--- config.mk ---
export PLATFORM = sky130hd
export DESIGN_NAME = ppu_color_out
export DESIGN_NICKNAME = d
export VERILOG_FILES = /design/src/rtl/ppu_pkg.sv /design/src/rtl/ppu_rgb_rom.sv /design/src/rtl/ppu_color_out.sv
export SDC_FILE = /design/constraint.sdc
export NUM_CORES = 1
export LEC_CHECK = 0
export ABC_AREA = 1
export CAP_MARGIN = 25
export CORE_MARGIN = 10
export CORE_UTILIZATION = 37
export CTS_CLUSTER_SIZE = 25
export DETAILED_ROUTE_END_ITERATION = 10
export DONT_BUFFER_PORTS = 1
export PLACE_DENSITY = 0.51
export SLEW_MARGIN = 20
export SYNTH_ARGS = -nofsm -noshare
export SYNTH_HDL_FRONTEND = slang
export SYNTH_SLANG_ARGS = --single-unit
--- constraint.sdc ---
create_clock -name clk -period 2 [get_ports clk]
set_input_delay 0.2 -clock clk [delete_from_list [all_inputs] [get_ports clk]]
set_output_delay 0.2 -clock clk [all_outputs]
set_load 0.005 [all_outputs]
--- src/rtl/ppu_pkg.sv ---
// Shared types and constants for the PPU colour output stage:
// RGB struct, emphasis type, pixel position tag and the 2C02 RGB888 palette.
package ppu_pkg;

    localparam int PPU_H_ACTIVE = 256;
    localparam int PPU_V_ACTIVE = 240;
    localparam int PPU_RGB_W    = 8;

    typedef struct packed {
        logic [PPU_RGB_W-1:0] r;
        logic [PPU_RGB_W-1:0] g;
        logic [PPU_RGB_W-1:0] b;
    } rgb_t;

    // PPUMASK bits 7:5, ordered {B,G,R}
    typedef logic [2:0] emph_t;

    typedef struct packed {
        logic [8:0] x;
        logic [7:0] y;
        logic       sof;
        logic       eol;
        logic       eof;
    } pix_tag_t;

    localparam logic [23:0] NES_PAL_ROM [64] = '{
        24'h666666, 24'h002A88, 24'h1412A7, 24'h3B00A4, 24'h5C007E, 24'h6E0040, 24'h6C0600, 24'h561D00,
        24'h333500, 24'h0B4800, 24'h005200, 24'h004F08, 24'h00404D, 24'h000000, 24'h000000, 24'h000000,
        24'hADADAD, 24'h155FD9, 24'h4240FF, 24'h7527FE, 24'hA01ACC, 24'hB71E7B, 24'hB53120, 24'h994E00,
        24'h6B6D00, 24'h388700, 24'h0C9300, 24'h008F32, 24'h007C8D, 24'h000000, 24'h000000, 24'h000000,
        24'hFFFEFF, 24'h64B0FF, 24'h9290FF, 24'hC676FF, 24'hF36AFF, 24'hFE6ECC, 24'hFE8170, 24'hEA9E22,
        24'hBCBE00, 24'h88D800, 24'h5CE430, 24'h45E082, 24'h48CDDE, 24'h4F4F4F, 24'h000000, 24'h000000,
        24'hFFFEFF, 24'hC0DFFF, 24'hD3D2FF, 24'hE8C8FF, 24'hFBC2FF, 24'hFEC4EA, 24'hFECCC5, 24'hF7D8A5,
        24'hE4E594, 24'hCFEF96, 24'hBDF4AB, 24'hB3F3CC, 24'hB5EBF2, 24'hB8B8B8, 24'h000000, 24'h000000
    };

endpackage

--- src/rtl/ppu_rgb_rom.sv ---
// 64-entry colour ROM with registered read; RGB888 palette entries are
// rescaled to RGB_W bits per channel (MSB-aligned).
module ppu_rgb_rom
    import ppu_pkg::*;
#(
    parameter int RGB_W = PPU_RGB_W
) (
    input  logic               clk,
    input  logic [5:0]         addr_i,
    output logic [3*RGB_W-1:0] data_o
);

    function automatic logic [RGB_W-1:0] scale8(input logic [7:0] c);
        return RGB_W'({c, {RGB_W{1'b0}}} >> 8);
    endfunction

    logic [3*RGB_W-1:0] rom_mem [64];
    logic [3*RGB_W-1:0] data_q;

    for (genvar gi = 0; gi < 64; gi++) begin : g_entry
        rgb_t pal;
        assign pal         = rgb_t'(NES_PAL_ROM[gi]);
        assign rom_mem[gi] = {scale8(pal.r), scale8(pal.g), scale8(pal.b)};
    end

    always_ff @(posedge clk) begin
        data_q <= rom_mem[addr_i];
    end

    assign data_o = data_q;

endmodule

--- src/rtl/ppu_color_out.sv ---
// PPU video output stage: grayscale, palette ROM lookup, optional colour
// emphasis (macro PPU_EMPHASIS_EN) and x/y/sof/eol/eof tagging; 3-cycle latency.
module ppu_color_out
    import ppu_pkg::*;
#(
    parameter int H_ACTIVE = PPU_H_ACTIVE,
    parameter int V_ACTIVE = PPU_V_ACTIVE,
    parameter int RGB_W    = PPU_RGB_W
) (
    input  logic               clk,
    input  logic               rst,
    input  logic               frame_start_i,
    input  logic               pix_valid_i,
    input  logic [5:0]         pix_color_i,
    input  logic               grayscale_i,
    input  logic [2:0]         emphasis_i,
    output logic               rgb_valid_o,
    output logic [3*RGB_W-1:0] rgb_o,
    output logic [8:0]         x_o,
    output logic [7:0]         y_o,
    output logic               sof_o,
    output logic               eol_o,
    output logic               eof_o
);

    localparam logic [8:0] X_LAST = 9'(H_ACTIVE - 1);
    localparam logic [7:0] Y_LAST = 8'(V_ACTIVE - 1);

    logic [8:0]         x_q, x_d;
    logic [7:0]         y_q, y_d;
    pix_tag_t           tag_d;
    logic [5:0]         idx_d;
    logic               s0_valid_q, s1_valid_q, out_valid_q;
    logic [5:0]         s0_idx_q;
    pix_tag_t           s0_tag_q, s1_tag_q, out_tag_q;
    logic [3*RGB_W-1:0] rom_rgb, emph_rgb, out_rgb_q;

    // A coincident frame_start_i forces the current pixel to (0,0).
    always_comb begin
        tag_d.x   = frame_start_i ? 9'd0 : x_q;
        tag_d.y   = frame_start_i ? 8'd0 : y_q;
        tag_d.sof = (tag_d.x == 9'd0) && (tag_d.y == 8'd0);
        tag_d.eol = (tag_d.x == X_LAST);
        tag_d.eof = tag_d.eol && (tag_d.y == Y_LAST);
        x_d       = tag_d.x;
        y_d       = tag_d.y;
        if (pix_valid_i) begin
            if (tag_d.eol) begin
                x_d = 9'd0;
                y_d = tag_d.eof ? 8'd0 : tag_d.y + 8'd1;
            end else begin
                x_d = tag_d.x + 9'd1;
            end
        end
        idx_d = grayscale_i ? (pix_color_i & 6'h30) : pix_color_i;
    end

    always_ff @(posedge clk) begin
        if (rst) begin
            x_q        <= '0;
            y_q        <= '0;
            s0_valid_q <= 1'b0;
            s0_idx_q   <= '0;
            s0_tag_q   <= '0;
        end else begin
            x_q        <= x_d;
            y_q        <= y_d;
            s0_valid_q <= pix_valid_i;
            if (pix_valid_i) begin
                s0_idx_q <= idx_d;
                s0_tag_q <= tag_d;
            end
        end
    end

    ppu_rgb_rom #(.RGB_W(RGB_W)) u_rom (
        .clk    (clk),
        .addr_i (s0_idx_q),
        .data_o (rom_rgb)
    );

    always_ff @(posedge clk) begin
        if (rst) begin
            s1_valid_q <= 1'b0;
            s1_tag_q   <= '0;
        end else begin
            s1_valid_q <= s0_valid_q;
            if (s0_valid_q) begin
                s1_tag_q <= s0_tag_q;
            end
        end
    end

`ifdef PPU_EMPHASIS_EN
    emph_t s0_emph_q, s1_emph_q;
    logic  s1_dark_q;
    logic  emph_act;

    // Columns $E/$F are black and never attenuated.
    always_ff @(posedge clk) begin
        if (rst) begin
            s0_emph_q <= '0;
            s1_emph_q <= '0;
            s1_dark_q <= 1'b0;
        end else begin
            if (pix_valid_i) begin
                s0_emph_q <= emphasis_i;
            end
            if (s0_valid_q) begin
                s1_emph_q <= s0_emph_q;
                s1_dark_q <= (s0_idx_q[3:1] == 3'b111);
            end
        end
    end

    assign emph_act = (s1_emph_q != 3'b000) && !s1_dark_q;

    // Slot 0 is blue, slot 2 red, while emphasis bits run {B,G,R}.
    for (genvar gi = 0; gi < 3; gi++) begin : g_emph
        logic [RGB_W-1:0] chan;
        assign chan = rom_rgb[gi*RGB_W +: RGB_W];
        assign emph_rgb[gi*RGB_W +: RGB_W] =
            (emph_act && !s1_emph_q[2-gi]) ? chan - (chan >> 2) : chan;
    end
`else
    logic emph_unused;
    assign emph_unused = ^emphasis_i;
    assign emph_rgb    = rom_rgb;
`endif

    always_ff @(posedge clk) begin
        if (rst) begin
            out_valid_q <= 1'b0;
            out_rgb_q   <= '0;
            out_tag_q   <= '0;
        end else begin
            out_valid_q <= s1_valid_q;
            if (s1_valid_q) begin
                out_rgb_q <= emph_rgb;
                out_tag_q <= s1_tag_q;
            end
        end
    end

    assign rgb_valid_o = out_valid_q;
    assign rgb_o       = out_rgb_q;
    assign x_o         = out_tag_q.x;
    assign y_o         = out_tag_q.y;
    assign sof_o       = out_tag_q.sof & out_valid_q;
    assign eol_o       = out_tag_q.eol & out_valid_q;
    assign eof_o       = out_tag_q.eof & out_valid_q;

endmodule

### After elaboration in Yosys (flattened, before gate mapping)

Memory sizes are Yosys's and may differ from the RTL's. A register that Yosys moved wholly into a read port is not among the register bits.
Index checks and enable logic that the tools add are counted.

* output and inout bits: 45
* bits in read-only memories: 1536
* input port bits: 14
* word-level logic and storage cells: 43
* memories kept: 1
* bits in registers: 110

* reductions and logical operators: 4
* multiplexer cells: 8
* equality and inequality tests: 2
* bitwise operators: 4
* $add $sub $neg: 2

Memory list
* (name not given): depth 64, width 24, rd ports 1, clocked after memory_dff 1, write ports 0, RTL line ppu_rgb_rom.sv:27 `data_q <= rom_mem[addr_i];`

Operators with widths (count)
* two-way mux 8 bit: 4
* two-way mux 9 bit: 3
* adder 9 x 1 -> 9 bit, second input constant: 1
* equality test 9 x 8 -> 1 bit, second input constant: 1
* logical NOT 9 bit: 1
* adder 8 x 1 -> 8 bit, second input constant: 1
* equality test 8 bit, second input constant: 1
* logical NOT 8 bit: 1
* NOT 6 -> 7 bit: 1
* two-way mux 4 bit: 1
* bitwise AND 1 bit: 3
* logical AND 1 bit: 2

### Longest topological paths before layout

Gate-level depths: netlist (run 1).

* word-level depth: 6
* gate-level depth with buffers: 14

### Modules after synthesis

Synthesis (run 1) repeated with hierarchy kept, for this count alone.

* cell total of the unflattened synthesis: 1003
* area, all modules: 6780.3 sq um

By module, submodules not included
* ppu_color_out: area each 4377.9 sq um, cells each 579, times used 1
* ppu_rgb_rom: area each 2402.3 sq um, cells each 424, times used 1

### Worst setup path before layout (run 1)

OpenSTA, ideal clock, no wires.

* path kind: register -> register
* start: register s0_idx_q[0]
* end: register u_rom.data_q[6] (netlist: u_rom.data_o[6])
* clock period less this slack: 1886 ps
* arrival: 1773 ps
* cell stages (with the launch flop): 13
* setup slack: 114 ps
* path through: dfxtp_1 clkbuf_1 inv_1 ha_1 clkbuf_1 nand2_1 inv_1 nand2_1 nand2_1 a21oi_1 o21ai_0 o21ai_1 inv_1

* longest elaborated chain between the ends: 1

Ends and longest elaborated chain
* start, declared: RTL line ppu_color_out.sv:34 `logic [5:0] s0_idx_q;`
* start signal, assigned: RTL line ppu_color_out.sv:70 `s0_idx_q <= idx_d;`
* NOT 6 -> 7 bit (not written as such): RTL line ppu_rgb_rom.sv:27
* end, declared: RTL line ppu_rgb_rom.sv:18 `logic [3*RGB_W-1:0] data_q;`

Every way passes these cells.
A chain may end at the register's enable or synchronous reset.

### Final worst setup path (run 1)

* start: register s0_idx_q[0]
* end: register u_rom.data_q[0] (netlist: u_rom.data_o[0])

Same word-level chain as after synthesis.

==> impl_metrics.tcl, run 1 <==
set metrics [dict create \
    status "complete, no violations" \
    fmax_ghz 0.5518 \
    clk_pin_slew_ns 0.07 \
    final_area_sq_mm 0.007291 \
    worst_setup_path_end_kind "flop" \
    ctsResizeCount 0 \
    placedCellCount 1113 \
    hold_viol 0 \
    seq_area_sq_mm 0.002683 \
    multi_input_area_sq_mm 0.003109 \
    cts-buffers-inserted 17 \
    yosysWarnings 0 \
    finalCriticalPeriod_ns 1.812 \
    grt_use_total 0.1716 \
    synthesis.area_sq_mm 0.006400 \
    p_total_mw 6.617 \
    core_area_sq_mm 0.01712 \
    viasPerCell 5.200 \
    cp.required_ns 2.28 \
    placed_area_sq_mm 0.006624 \
    overflow 0 \
    slew_violations 0 \
    ioPinCount 59 \
    worstSkewPairLatency_ns 0.42 \
    cts_sinks 134 \
    crit_fanout 11 \
    rows 48 \
    htree_levels 4 \
    rsz0062_at_grt "no" \
    path_buf_inv 2 \
    hold_start "grayscale_i" \
    max-slew-margin-rel 0.5726 \
    cp_cell_sequence "buf_4 > ha_1 > nand2_1 > inv_2 > nand2_1 > nand3_1 > nor3_1 > o22ai_1" \
    min_path_type "input pin to flop" \
    fin_crit_sh 0.9062 \
    wl_per_cell_um 17.22 \
    setup_viol 0 \
    vias 6001 \
    n_antenna_cell 0 \
    nets 947 \
    crit_type "flop to flop" \
    cts_root_buffer "clkbuf_16" \
    seq_area_frac_synth 0.4192 \
    postRouteAntennaNets 0 \
    worstMarginPinSlew_ns 0.6388 \
    p_per_area_mw_per_mm2 907.6 \
    grt_pass1_vias 5414 \
    cts_tree "yes" \
    worst_path_max_delay_cell "dfxtp_1" \
    dr.pass1.iters 5 \
    grt_max_degree 65 \
    whs_ns 0.02501 \
    die_area_sq_mm 0.02296 \
    clock-skew-final_ns 0.01377 \
    path_delay_family "simple AND/OR/NAND/NOR gates" \
    synthDistinctLibCells 39 \
    p_leak_nw 3.268 \
    crit_path_start "s0_idx_q[0]" \
    drive_above_1_share 0.08827 \
    syn_nets 952 \
    maxCapViolCount 0 \
    r2r_start "s0_idx_q[0]" \
    postCtsSetupBuffers 0 \
    io_buffers 0 \
    syn_avg_cell_area_sq_um 6.949 \
    drt_iter0_drc 664 \
    fin_cells 1154 \
    cp_common_cell "nand2_1" \
    area_delta_synth_final_pct 13.92 \
    gp_congestion 1.020 \
    start_util 0.3739 \
    clk_path_buf_depth 2 \
    post-route-drc-count 0 \
    die_y_um 151.5 \
    tns_ns 0 \
    cts_hold_buf 9 \
    syn_inst 921 \
    ys_seq_elements 134 \
    die_x_um 151.5 \
    routed_wirelength_um 19870 \
    antenna_found_initial 0 \
    grt_pass1_wl_um 31030 \
    ir_drop_uv 648.2 \
    cp.arrival_ns 2.09 \
    place_hpwl_um 14020 \
    slowest_delay_ns 0.31 \
    fillers 1806 \
    start_kind "flop" \
]
==> cells in the final DEF, fill, tap and decap left out, types with 2 or more instances in the layout <==
cell type | Yosys | routed
nor2_1 | 183 | 183
nand2_1 | 159 | 159
dfxtp_1 | 134 | 134
o21ai_0 | 123 | 123
inv_1 | 68 | 67
nand3_1 | 51 | 51
a21oi_1 | 36 | 36
buf_4 | 19 | 27
ha_1 | 17 | 17
clkbuf_16 | 0 | 17
nand4_1 | 15 | 15
o211ai_1 | 11 | 11
dlygate4sd3_1 | 0 | 9
o22ai_1 | 8 | 8
o21ai_1 | 7 | 7
nor3_1 | 7 | 7
inv_2 | 6 | 6
inv_8 | 0 | 6
a31oi_1 | 5 | 5
nor2_4 | 4 | 4
inv_6 | 0 | 4
a22oi_1 | 3 | 3
buf_12 | 0 | 3
nor2_2 | 2 | 2
clkinv_1 | 1 | 2
nand2_4 | 2 | 2
nand3_2 | 2 | 2
clkinv_4 | 0 | 2
clkinvlp_4 | 0 | 2
==> through the flow <==
stage          utilization  setup WS, ns
4_1_cts             0.4260        0.2251
6_report            0.4260        0.1876
5_1_grt             0.4260       0.01094
3_3_place_gp        0.3870        0.2141
3_5_place_dp        0.3870        0.2438
2_1_floorplan            -        0.1144
==> final timing paths <==
path / depth (start not counted) / end / slack (ns)
hold reg to reg: 2 / rgb_o[16] / 0.45
setup reg to reg: 8 / u_rom.data_o[0] / 0.19
setup / recovery: 8 / u_rom.data_o[0] / 0.19
hold / removal: 3 / s0_idx_q[1] / 0.03
==> power breakdown <==
group | switching [mW] | internal [mW]
Combinational | 0.452 | 0.215
Clock | 1.38 | 1.66
Sequential | 0.0822 | 2.82
Total | 1.92 | 4.70
==> logic make-up after synthesis <==
group	Yosys count	synth area share
simple gates	429	0.2817
compound gates	201	0.1695
buf+inv	139	0.09501
flops	134	0.4192
fa+ha+maj	17	0.03323
xor+xnor	1	0.001369
==> metal layers <==
| metal | wire length [um] | track usage | part of all wire | vias to the layer above |
|---|---|---|---|---|
| met1 | 9773 | 0.2584 | 0.49 | 2658 |
| met4 | 325 | 0.05434 | 0.016 | 0 |
| met2 | 7633 | 0.2244 | 0.38 | 306 |
| li1 | - | - | - | 3004 |
| met3 | 2135 | 0.05168 | 0.11 | 33 |
| met5 | 0 | 0 | 0 | - |
==> cell usage after synthesis <==
master	number	area, sq um
a211oi_1	1	7.510
a21oi_1	36	180.2
a21oi_2	1	8.760
a22o_1	1	8.760
a22oi_1	3	22.52
a311oi_1	1	8.760
a31oi_1	5	31.28
buf_1	3	11.26
buf_2	10	50.05
buf_4	19	142.6
clkbuf_1	31	116.4
clkinv_1	1	3.750
dfxtp_1	134	2683
ha_1	17	212.7
inv_1	68	255.2
inv_2	6	22.52
inv_4	1	6.260
nand2_1	159	596.8
nand2_2	1	6.260
nand2_4	2	22.52
nand3_1	51	255.2
nand3_2	2	20.02
nand4_1	15	93.84
nor2_1	183	686.9
nor2_2	2	12.51
nor2_4	4	45.04
nor3_1	7	35.03
nor3_4	1	16.27
nor4_1	1	6.260
o2111ai_1	1	8.760
o211ai_1	11	82.58
o21ai_0	123	615.6
o21ai_1	7	35.03
o221ai_1	1	8.760
o22ai_1	8	50.05
o311ai_0	1	8.760
o31ai_1	1	7.510
or2_1	1	6.260
xnor2_1	1	8.760
==> sequential cells by signal, summed over array words and instances, names as in the netlist, 8 cells and up <==
| signal | cells |
|---|---|
| y_o | 8 |
| s1_tag_q | 20 |
| s0_tag_q | 20 |
| y_q | 8 |
| rgb_o | 24 |
| x_q | 9 |
| x_o | 9 |
| u_rom.data_o | 24 |
==> worst register-to-register path, cell delays in order, from the launching register on <==
cell     delay, ns
dfxtp_1       0.31
buf_4         0.18
ha_1          0.27
nand2_1       0.12
inv_2         0.04
nand2_1       0.16
nand3_1       0.11
nor3_1        0.29
o22ai_1       0.18
==> final cells by class <==
class	instances	share of cell area
Sequential cell	134	0.3679
Clock buffer	17	0.05835
Multi-Input combinational cell	648	0.4265
Tap cell	225	0.03861
Inverter	76	0.03947
Clock inverter	15	0.02077
Timing Repair Buffer	39	0.04840
Note: power is estimated with default switching activity, not from simulation.
==> run 2: changes to the inputs <==
--- a/config.mk
+++ b/config.mk
@@ -5,9 +5,8 @@
 export SDC_FILE = /design/constraint.sdc
 export NUM_CORES = 1
 export LEC_CHECK = 0
-export ABC_AREA = 1
 export CAP_MARGIN = 25
-export CORE_MARGIN = 10
+export CORE_MARGIN = 3
 export CORE_UTILIZATION = 37
 export CTS_CLUSTER_SIZE = 25
 export DETAILED_ROUTE_END_ITERATION = 10
==> impl_metrics.tcl, run 2 <==
set metrics [dict create \
    synth_commonest_cells "134 x dfxtp_1, 118 x nor2_1, 85 x mux2i_1" \
    seq_area_frac_synth 0.3885 \
    worst_setup_path_end_kind "flop" \
    ir_drop_uv 439.0 \
    htree_levels 4 \
    start_kind "flop" \
    yosys.cell_count.top_type "dfxtp_1" \
    final_common_cell "dfxtp_1" \
    syn_nets 817 \
    gp_congestion 0.9183 \
    grt_pass1_wl_um 31330 \
    finalCriticalPeriod_ns 2.027 \
    grt_use_total 0.1950 \
    fillers 1761 \
    yosysWarnings 0 \
    yosys.area_share.adder 0.03081 \
    synthFlopType "dfxtp_1" \
    die_area_sq_mm 0.02033 \
    r2r_slack_ns -0.03 \
    min_path_type "input pin to flop" \
    worstSkewPairLatency_ns 0.43 \
    die_x_um 142.6 \
    grt_max_degree 96 \
    syn_inst 786 \
    synth_edf_count 0 \
    die_y_um 142.6 \
    max-slew-margin-rel 0.6160 \
    core_area_sq_mm 0.01815 \
    p_total_mw 6.729 \
    cts_root_buffer "clkbuf_16" \
    rows 49 \
    placedCellCount 997 \
    nets 835 \
    syn_avg_cell_area_sq_um 8.784 \
    maxCapViolCount 0 \
    synthArstFlopShare 0 \
    synthDistinctLibCells 64 \
    place_hpwl_um 13080 \
    final_area_sq_mm 0.008289 \
    synth_compound_area_frac 0.1580 \
    fin_cells 1046 \
    drive_above_1_share 0.1934 \
    mostFrequentLayoutCells "127 x dfxtp_1, 118 x nor2_1, 85 x mux2i_1" \
    synth-simple-area-share 0.1854 \
    synthesis.area_sq_mm 0.006904 \
    whs_ns 0.02907 \
    fin_crit_sh 1.013 \
    drt_iter0_drc 522 \
    clk_path_buf_depth 2 \
    yosys.area.top_type_share 0.3885 \
    rsz0062_at_grt "yes" \
    cts_tree "yes" \
    fmax_ghz 0.4934 \
    start_util 0.3804 \
    overflow 0 \
    p_leak_nw 3.171 \
    placed_area_sq_mm 0.007408 \
    crit_fanout 5 \
    synth_top_cell_by_area "dfxtp_1" \
    post-route-drc-count 0 \
    ys_seq_elements 134 \
    hold_viol 0 \
    n_antenna_cell 0 \
    io_buffers 0 \
    ioPinCount 59 \
    synthXorXnorAreaFrac 0.01142 \
    clk_pin_slew_ns 0.06 \
    cp.arrival_ns 2.38 \
    ys_top_cells_by_area "dfxtp_1 39%, mux2i_1 12%, nor2_1 6.4%" \
    fin_ws_ns -0.02665 \
    cts-buffers-inserted 17 \
    vias 5844 \
    clock-skew-final_ns 0.01173 \
    routed_wirelength_um 19420 \
    wl_per_cell_um 18.57 \
    cts_sinks 134 \
    status "finished with violations" \
    slew_violations 0 \
    synthMuxAreaShare 0.1607 \
    area_delta_synth_final_pct 20.06 \
    p_per_area_mw_per_mm2 811.8 \
    violations "setup timing" \
    cp.required_ns 2.35 \
    postRouteAntennaNets 0 \
    dr.pass1.iters 5 \
    viasPerCell 5.587 \
    worstMarginPinSlew_ns 0.5754 \
    grt_pass1_vias 5807 \
    synth_top_family_by_area "simple AND/OR/NAND/NOR gates" \
    antenna_found_initial 0 \
    crit_type "flop to flop" \
    setup_viol 3 \
]
[run 2: cell count changes after synthesis, moves of 45 or more]
cell     previous run  this run
o21ai_0           123        25
nand3_1            51         6
nor2_1            183       118
nand2_1           159        33
inv_1              68        12
mux2i_1             0        85
[run 2: critical path: stages, from the launching register on]
cell and delay [ns]:
dfxtp_4 0.36, nand2b_4 0.07, inv_4 0.06, ha_4 0.15, nand3_4 0.06, or4_4 0.54
buf_6 0.16, or4_4 0.42, a21oi_2 0.14
[run 2: repair_timing]
action	4_1_cts	5_1_grt
pin swaps	0	6
resized for setup	2	21
hold buffers	13	0
hold endpoints to repair	103	0
endpoints found under the setup margin	5	18
cloned	0	1
buffers inserted	0	3
[run 2: cells by family after synthesis]
group / count (synthesis)
AO/OA/AOI/OAI: 163
XOR/XNOR: 9
adder cells (fa/ha/maj): 17
buffers and inverters: 101
flip-flops: 134
multiplexers: 101
AND/OR/NAND/NOR: 261
[run 2: stage by stage]
step | util | setup TNS, ns | setup slack, ns
after floorplan | - | -0.2517 | -0.1124
after global placement | 0.4082 | -0.01322 | -0.01274
final | 0.4568 | -0.06599 | -0.02665
after detailed placement | 0.4082 | -0.1346 | -0.05197
after CTS | 0.4507 | 0 | 0.007778
after global routing | 0.4568 | -0.3610 | -0.08203
[run 2: power breakdown]
part           internal [mW]  switching [mW]  leakage [nW]
clock network           1.95            1.22         0.286
logic                  0.331           0.394          1.79
registers               2.77          0.0594          1.09
total                   5.05            1.68          3.17
[run 2: metal layers]
metal / part of all wire / GRT usage
met1: 0.41 / 0.2330
met2: 0.51 / 0.3378
met3: 0.043 / 0.04200
met4: 0.037 / 0.08304
met5: 0 / 0
[run 2: final timing paths]
kind / endpoint / from / depth (start not counted)
hold reg to reg: rgb_o[22] / u_rom.data_o[22] / 2
hold / removal: s0_tag_q[18] / pix_valid_i / 3
setup / recovery: y_q[7] / x_q[1] / 8
setup reg to reg: y_q[7] / x_q[1] / 8
[run 2: area by class of cell]
| type | count | area, sq um | area share |
|---|---|---|---|
| Sequential cell | 134 | 2696 | 0.3253 |
| Timing Repair Buffer | 85 | 744.5 | 0.08981 |
| Tap cell | 229 | 286.5 | 0.03457 |
| Clock inverter | 12 | 142.6 | 0.01721 |
| Multi-Input combinational cell | 551 | 3884 | 0.4685 |
| Inverter | 15 | 68.82 | 0.008302 |
| Clock buffer | 20 | 466.7 | 0.05630 |
